[config.mk]
export PLATFORM = sky130hd
export DESIGN_NAME = fsm_run_gen
export DESIGN_NICKNAME = d
export VERILOG_FILES = /design/src/rtl/fsm_run_gen.sv
export SDC_FILE = /design/constraint.sdc
export NUM_CORES = 1
export LEC_CHECK = 0
export ABC_CLOCK_PERIOD_IN_PS = 3800
export CORE_MARGIN = 2
export CORE_UTILIZATION = 35
export CTS_CLUSTER_SIZE = 12
export DETAILED_ROUTE_END_ITERATION = 12
export PLACE_DENSITY = 0.67
export SETUP_SLACK_MARGIN = 0.15
export SYNTH_ARGS = -nofsm -noshare
export SYNTH_HDL_FRONTEND = slang
export SYNTH_SLANG_ARGS = --single-unit
[constraint.sdc]
create_clock -name clk -period 3.8 [get_ports clk]
set_input_delay 0.76 -clock clk [delete_from_list [all_inputs] [get_ports clk]]
set_output_delay 0.76 -clock clk [all_outputs]
set_load 0.02 [all_outputs]
[src/rtl/fsm_run_gen.sv]
// fsm_run_gen: run-length stimulus transmitter for the 4-in-a-row w/z detector.
// Commands {bit, length} arrive over valid/ready and are serialised onto w,
// one bit per clock, back-to-back with no gap between consecutive runs.
// Optional feature macro: FSM_RUN_GEN_PREDICT_EN builds the z predictor
// (z_exp, run_cnt); without it both outputs are tied to 0.
module fsm_run_gen #(
    parameter int LEN_W = 4
) (
    input  logic             clk,
    input  logic             rst,
    input  logic             cmd_valid,
    output logic             cmd_ready,
    input  logic             cmd_bit,
    input  logic [LEN_W-1:0] cmd_len,
    output logic             w,
    output logic             w_valid,
    output logic             busy,
    output logic             done,
    output logic             z_exp,
    output logic [2:0]       run_cnt
);

    typedef enum logic [0:0] {
        IDLE = 1'b0,
        SEND = 1'b1
    } state_t;

    localparam logic [LEN_W:0] REM_ONE  = {{LEN_W{1'b0}}, 1'b1};
    localparam logic [LEN_W:0] REM_ZERO = {(LEN_W+1){1'b0}};

    state_t           state;
    state_t           state_nxt;
    logic [LEN_W:0]   rem;
    logic [LEN_W:0]   rem_nxt;
    logic [LEN_W:0]   len_ext;
    logic             w_nxt;
    logic             w_valid_nxt;
    logic             busy_nxt;
    logic             done_nxt;
    logic             last_bit;
    logic             accept;

    // A length code of 0 means a full 2**LEN_W run: the extra MSB is set
    // exactly when the low bits are all zero.
    assign len_ext   = {(cmd_len == {LEN_W{1'b0}}), cmd_len};
    assign last_bit  = (state == SEND) && (rem == REM_ONE);
    assign cmd_ready = (state == IDLE) || last_bit;
    assign accept    = cmd_valid && cmd_ready;

    // Next-state and next-output logic; a command accepted on the last bit
    // reloads the run directly so no idle cycle appears on w.
    always_comb begin
        state_nxt   = state;
        rem_nxt     = rem;
        w_nxt       = w;
        w_valid_nxt = w_valid;
        case (state)
            IDLE: begin
                if (accept) begin
                    state_nxt   = SEND;
                    rem_nxt     = len_ext;
                    w_nxt       = cmd_bit;
                    w_valid_nxt = 1'b1;
                end else begin
                    state_nxt   = IDLE;
                end
            end
            SEND: begin
                if (rem == REM_ONE) begin
                    if (accept) begin
                        state_nxt   = SEND;
                        rem_nxt     = len_ext;
                        w_nxt       = cmd_bit;
                        w_valid_nxt = 1'b1;
                    end else begin
                        state_nxt   = IDLE;
                        rem_nxt     = REM_ZERO;
                        w_valid_nxt = 1'b0;
                    end
                end else begin
                    rem_nxt = rem - REM_ONE;
                end
            end
            default: begin
                state_nxt   = IDLE;
                rem_nxt     = REM_ZERO;
                w_valid_nxt = 1'b0;
            end
        endcase
        busy_nxt = (state_nxt == SEND);
        done_nxt = busy_nxt && (rem_nxt == REM_ONE);
    end

    // State, remaining-bit counter and registered serial outputs.
    always_ff @(posedge clk or posedge rst) begin
        if (rst) begin
            state   <= IDLE;
            rem     <= REM_ZERO;
            w       <= 1'b0;
            w_valid <= 1'b0;
            busy    <= 1'b0;
            done    <= 1'b0;
        end else begin
            state   <= state_nxt;
            rem     <= rem_nxt;
            w       <= w_nxt;
            w_valid <= w_valid_nxt;
            busy    <= busy_nxt;
            done    <= done_nxt;
        end
    end

`ifdef FSM_RUN_GEN_PREDICT_EN
    logic [2:0] cnt;
    logic       prev;

    // Track how many consecutive equal w samples the detector has seen,
    // saturating at 4; the detector samples w on every edge, idle or not.
    always_ff @(posedge clk or posedge rst) begin
        if (rst) begin
            cnt  <= 3'd0;
            prev <= 1'b0;
        end else begin
            if ((cnt == 3'd0) || (w != prev)) begin
                cnt <= 3'd1;
            end else if (cnt < 3'd4) begin
                cnt <= cnt + 3'd1;
            end else begin
                cnt <= 3'd4;
            end
            prev <= w;
        end
    end

    assign z_exp   = (cnt == 3'd4);
    assign run_cnt = cnt;
`else
    assign z_exp   = 1'b0;
    assign run_cnt = 3'd0;
`endif

endmodule
After elaboration in Yosys (flattened, before gate mapping). Index checks and enable logic that the tools add are counted.

Output and inout bits: 9. Register bits after elaboration: 9. Logic and storage cells: 30.

Eq/ne operators: 4. Add/subtract/negate cells: 1. Reductions and logical operators: 6. Bitwise gates (word level): 1. Multiplexer cells: 13.

Operators with widths (number): $mux 5 (3); $eq 5x1->1 const B (2); $pmux 5 s2 (1); $mux 1 (6); $pmux 1 s2 (3); $sub 5x1->5 const B (1); $logic_not 4->1 (1); $logic_and 1x1->1 (3); $ne 2x1->1 const B (1); $ne 2x2->1 const B (1); $reduce_and 2->1 (1); $logic_or 1x1->1 (1); $not 1->1 (1).

Longest topological paths before layout.
Depth in word-level cells: 9. Mapped depth: 6. Mapped depth without buffers: 6.

Least setup slack after synthesis. OpenSTA, ideal clock, no wires.

Path type: register -> output. Start point: register rem[1]. End point: output port cmd_ready. Buffers on the path: 0. Slack: 1.687 ns. Arrival: 1.353 ns. Cell stages (with the launch flop): 5. Path through: dfrtp_1 -> inv_1 -> ha_1 -> or4b_1 -> nand2_1.

Cells in the longest elaborated chain, start to end: 3.

Ends and longest elaborated chain: from (decl) (RTL line 33) `logic [LEN_W:0] rem;`; from (signal assigned) (RTL line 105) `rem <= rem_nxt;`; $eq 5x1->1 (RTL line 46) `assign last_bit = (state == SEND) && (rem == REM_ONE);`; $logic_and 1x1->1 (RTL line 46); $logic_or 1x1->1 (RTL line 47) `assign cmd_ready = (state == IDLE) || last_bit;`; to (decl) (RTL line 12) `output logic cmd_ready,`.

No other way between the ends.

Final worst setup path. Ends and elaborated chain as after synthesis.

==> key figures <==
Global route
  • Met1 Use GR: 0.136
  • Gr busiest metal: met2
  • Met2 GRT Util: 0.243
  • First-pass GRT wire length: 1930 um
  • Largest net degree at the start of global routing: 16
  • GRT Total Usage: 0.132
  • Vias in the first global route: 482
  • Initial antenna violation count: 0
  • Grt ovf: 0
  • Met3 Use GR: 0.0240

Worst setup path
  • Critical R2R Launch: rem[0]
  • Worst EP required: 3.04 ns
  • CP delay by family, top: buffers and inverters
  • Crit-path cells: inv_1 > ha_1 > or4b_1 > nand2_1 > clkdlybuf4s50_1
  • Reg2Reg Setup Slack: 1.91 ns
  • Buf/Inv on CP: 2
  • Slowest cell on crit path: clkdlybuf4s50_1
  • Reg-to-reg endpoint: done
  • Crit Path Category: reg -> out
  • R2R depth: 5
  • Critical Path Source Type: flip-flop
  • Crit-path max FO: 7
  • Critical Path Max Stage Delay: 0.64 ns
  • Crit. End Element: primary output
  • Worst EP arrival: 2.29 ns

Floorplanning
  • Row count: 14
  • Die X: 45.2 um
  • Top-Level Pins: 17
  • Die area: 0.00204 mm2
  • Initial core utilization: 0.386
  • DIE HEIGHT: 45.2 um
  • Area of the core: 0.00154 mm2

Clock tree
  • Hold buffers post-CTS: 0
  • CTS Buffer Depth: 2
  • H-tree levels: 1
  • CTS-repair resized insts: 0
  • CTS tree: built
  • Clock tree sinks: 9
  • Clock Latency Late Sink: 0.26 ns
  • Clk pin slew, worst setup/hold paths: 0.06 ns
  • CTS root buf: clkbuf_4
  • Total CTS buffers: 3
  • Setup bufs post-CTS: 0

Synthesis
  • Mapped Avg Cell Area: 9.74 um2
  • Synth area leaders: dfrtp_1, buf_4, a311o_1
  • Warnings from Yosys: 0
  • Yosys top cell by area: dfrtp_1
  • Post-synthesis sequential element count: 9
  • Gate Count Post-Synth: 61
  • Yosys cell types: 29
  • Synth top area share: 0.379
  • Sequential fraction of the synthesis area: 0.379
  • Post-Syn Area: 594 um2

Route
  • WL per Instance: 13.0 um
  • DRT iter0 DRCs: 8
  • Via density: 5.56
  • Antenna Violating Nets Remaining: 0
  • Vias after detailed routing: 500
  • DRC viols: 0
  • Pre-Repair DR Iteration Count: 4
  • Final wirelength: 1170 um

Timing
  • Final Skew: 0.00884 ns
  • Hold Violations, Final: 0
  • Hold_ws: 0.510 ns
  • Setup violators final: 0
  • Tmin final: 3.05 ns
  • Unrepaired setup endpoints after global routing: no
  • TNS Setup: 0 ns
  • Maximum clock frequency: 328 MHz
  • Post-route setup slack: 0.747 ns
  • Final period util: 0.803
  • Pins Over Slew Limit: 0

Finish
  • Synth-to-Final Area Change: 22.9%
  • Util after Layout: 0.474
  • Non-Filler Instances: 90
  • Antenna Cells: 0
  • Final nets: 85
  • Post-route cell area: 731 um2
  • Share of layout cells above drive strength 1: 0.0946

Placed design
  • Final HPWL DP: 917 um
  • PortBufs: 12
  • Post-placement cell area: 704 um2
  • Placer congestion estimate: 0.824
  • Placed Instances: 86
  • Placement Setup Slack: 1.05 ns

Worst hold path
  • Hold Path Cell Cnt: 1
  • WHS Endpoint: w
  • Hold path startpoint: w
  • Worst hold path type: reg -> reg

Power and ir drop
  • LEAKAGE: 0.309 nW
  • Pwr Total: 0.562 mW
  • Power per cell area: 769 mW/mm2
  • VDD IR max: 0.000304 V

Run status
  • Outcome: complete, no violations

Job
  • Max Cap Violations: 0
## where the power goes
group	internal (mW)	total [mW]	switching, mW	leakage [nW]
Sequential	0.142	0.197	0.0550	0.109
Combinational	0.144	0.293	0.149	0.186
Clock	0.0403	0.0718	0.0314	0.0150
Total	0.326	0.562	0.236	0.309
## cell usage after synthesis
cell / n
nand3_1: 1
mux2_2: 2
o221ai_1: 1
or3b_1: 1
a311o_1: 3
a2111oi_0: 1
mux2i_1: 1
nor3b_1: 2
dfrtp_1: 9
o211ai_1: 1
nand2_1: 6
a32oi_1: 1
o211a_1: 1
ha_1: 2
conb_1: 1
buf_4: 5
nor4b_4: 1
a21oi_1: 2
a31oi_1: 2
clkbuf_1: 1
o21ai_0: 1
nand2b_1: 3
nor4_2: 1
nor4_1: 1
or4b_1: 1
nor2_1: 2
nor3_1: 2
inv_1: 5
and3_1: 1
## area by class of cell
cell class,instances,area [um2]
Inverter,5,18.8
Tap cell,16,20.0
Multi-Input combinational cell,44,320
Sequential cell,9,225
Fill cell,155,811
Timing Repair Buffer,12,120
Clock buffer,4,26.3
## layer usage
layer / vias up / wire, um
li1: 245 / -
met1: 237 / 502
met2: 18 / 608
met3: 0 / 56
met4: 0 / 0
met5: - / 0
## registers in the layout (all words and copies together), names as in the netlist
register and flops:
w 1, rem 5, state 1, done 1, w_valid 1
## placed cells by master (no fill, tap or decap), drive strengths merged
| cell | instances |
|---|---|
| nor4b | 1 |
| nand2b | 3 |
| dfrtp | 9 |
| nor4 | 2 |
| conb | 4 |
| inv | 5 |
| nor3b | 2 |
| ha | 2 |
| or4b | 1 |
| mux2i | 1 |
| nor3 | 2 |
| clkbuf | 4 |
| nand3 | 1 |
| nand2 | 6 |
| o221ai | 1 |
| and3 | 1 |
| a2111oi | 1 |
| a311o | 3 |
| o21ai | 1 |
| a32oi | 1 |
| a21oi | 2 |
| nor2 | 2 |
| o211ai | 1 |
| a31oi | 2 |
| or3b | 1 |
| clkdlybuf4s50 | 12 |
| mux2 | 2 |
| o211a | 1 |
## cells by family (layout without fill, tap and decap cells)
kind of cell,Yosys count,after routing,synth area share
simple gates,22,22,0.246
compound gates,13,13,0.171
buf+inv,11,21,0.101
flops,9,9,0.379
mux,3,3,0.0547
fa+ha+maj,2,2,0.0421
other cells,1,4,0.00631
## worst reg2reg max path: stages, from the launching register on
cell     delay, ns
dfrtp_1       0.43
ha_1          0.26
or4b_1        0.22
nand2_1       0.15
a311o_1       0.43
nor4_2        0.29
## how the worst max path moves through the flow
stage	start	end	slack (ns)	depth (start not counted)
after detailed placement	rem[1]	cmd_ready	1.05	5
after global placement	rem[1]	cmd_ready	1.08	5
after floorplan	rem[1]	cmd_ready	1.69	4
after global routing	rem[1]	cmd_ready	0.63	5
after CTS	rem[1]	cmd_ready	0.74	5
final	rem[1]	cmd_ready	0.75	5
Note: power is estimated with default switching activity, not from simulation.
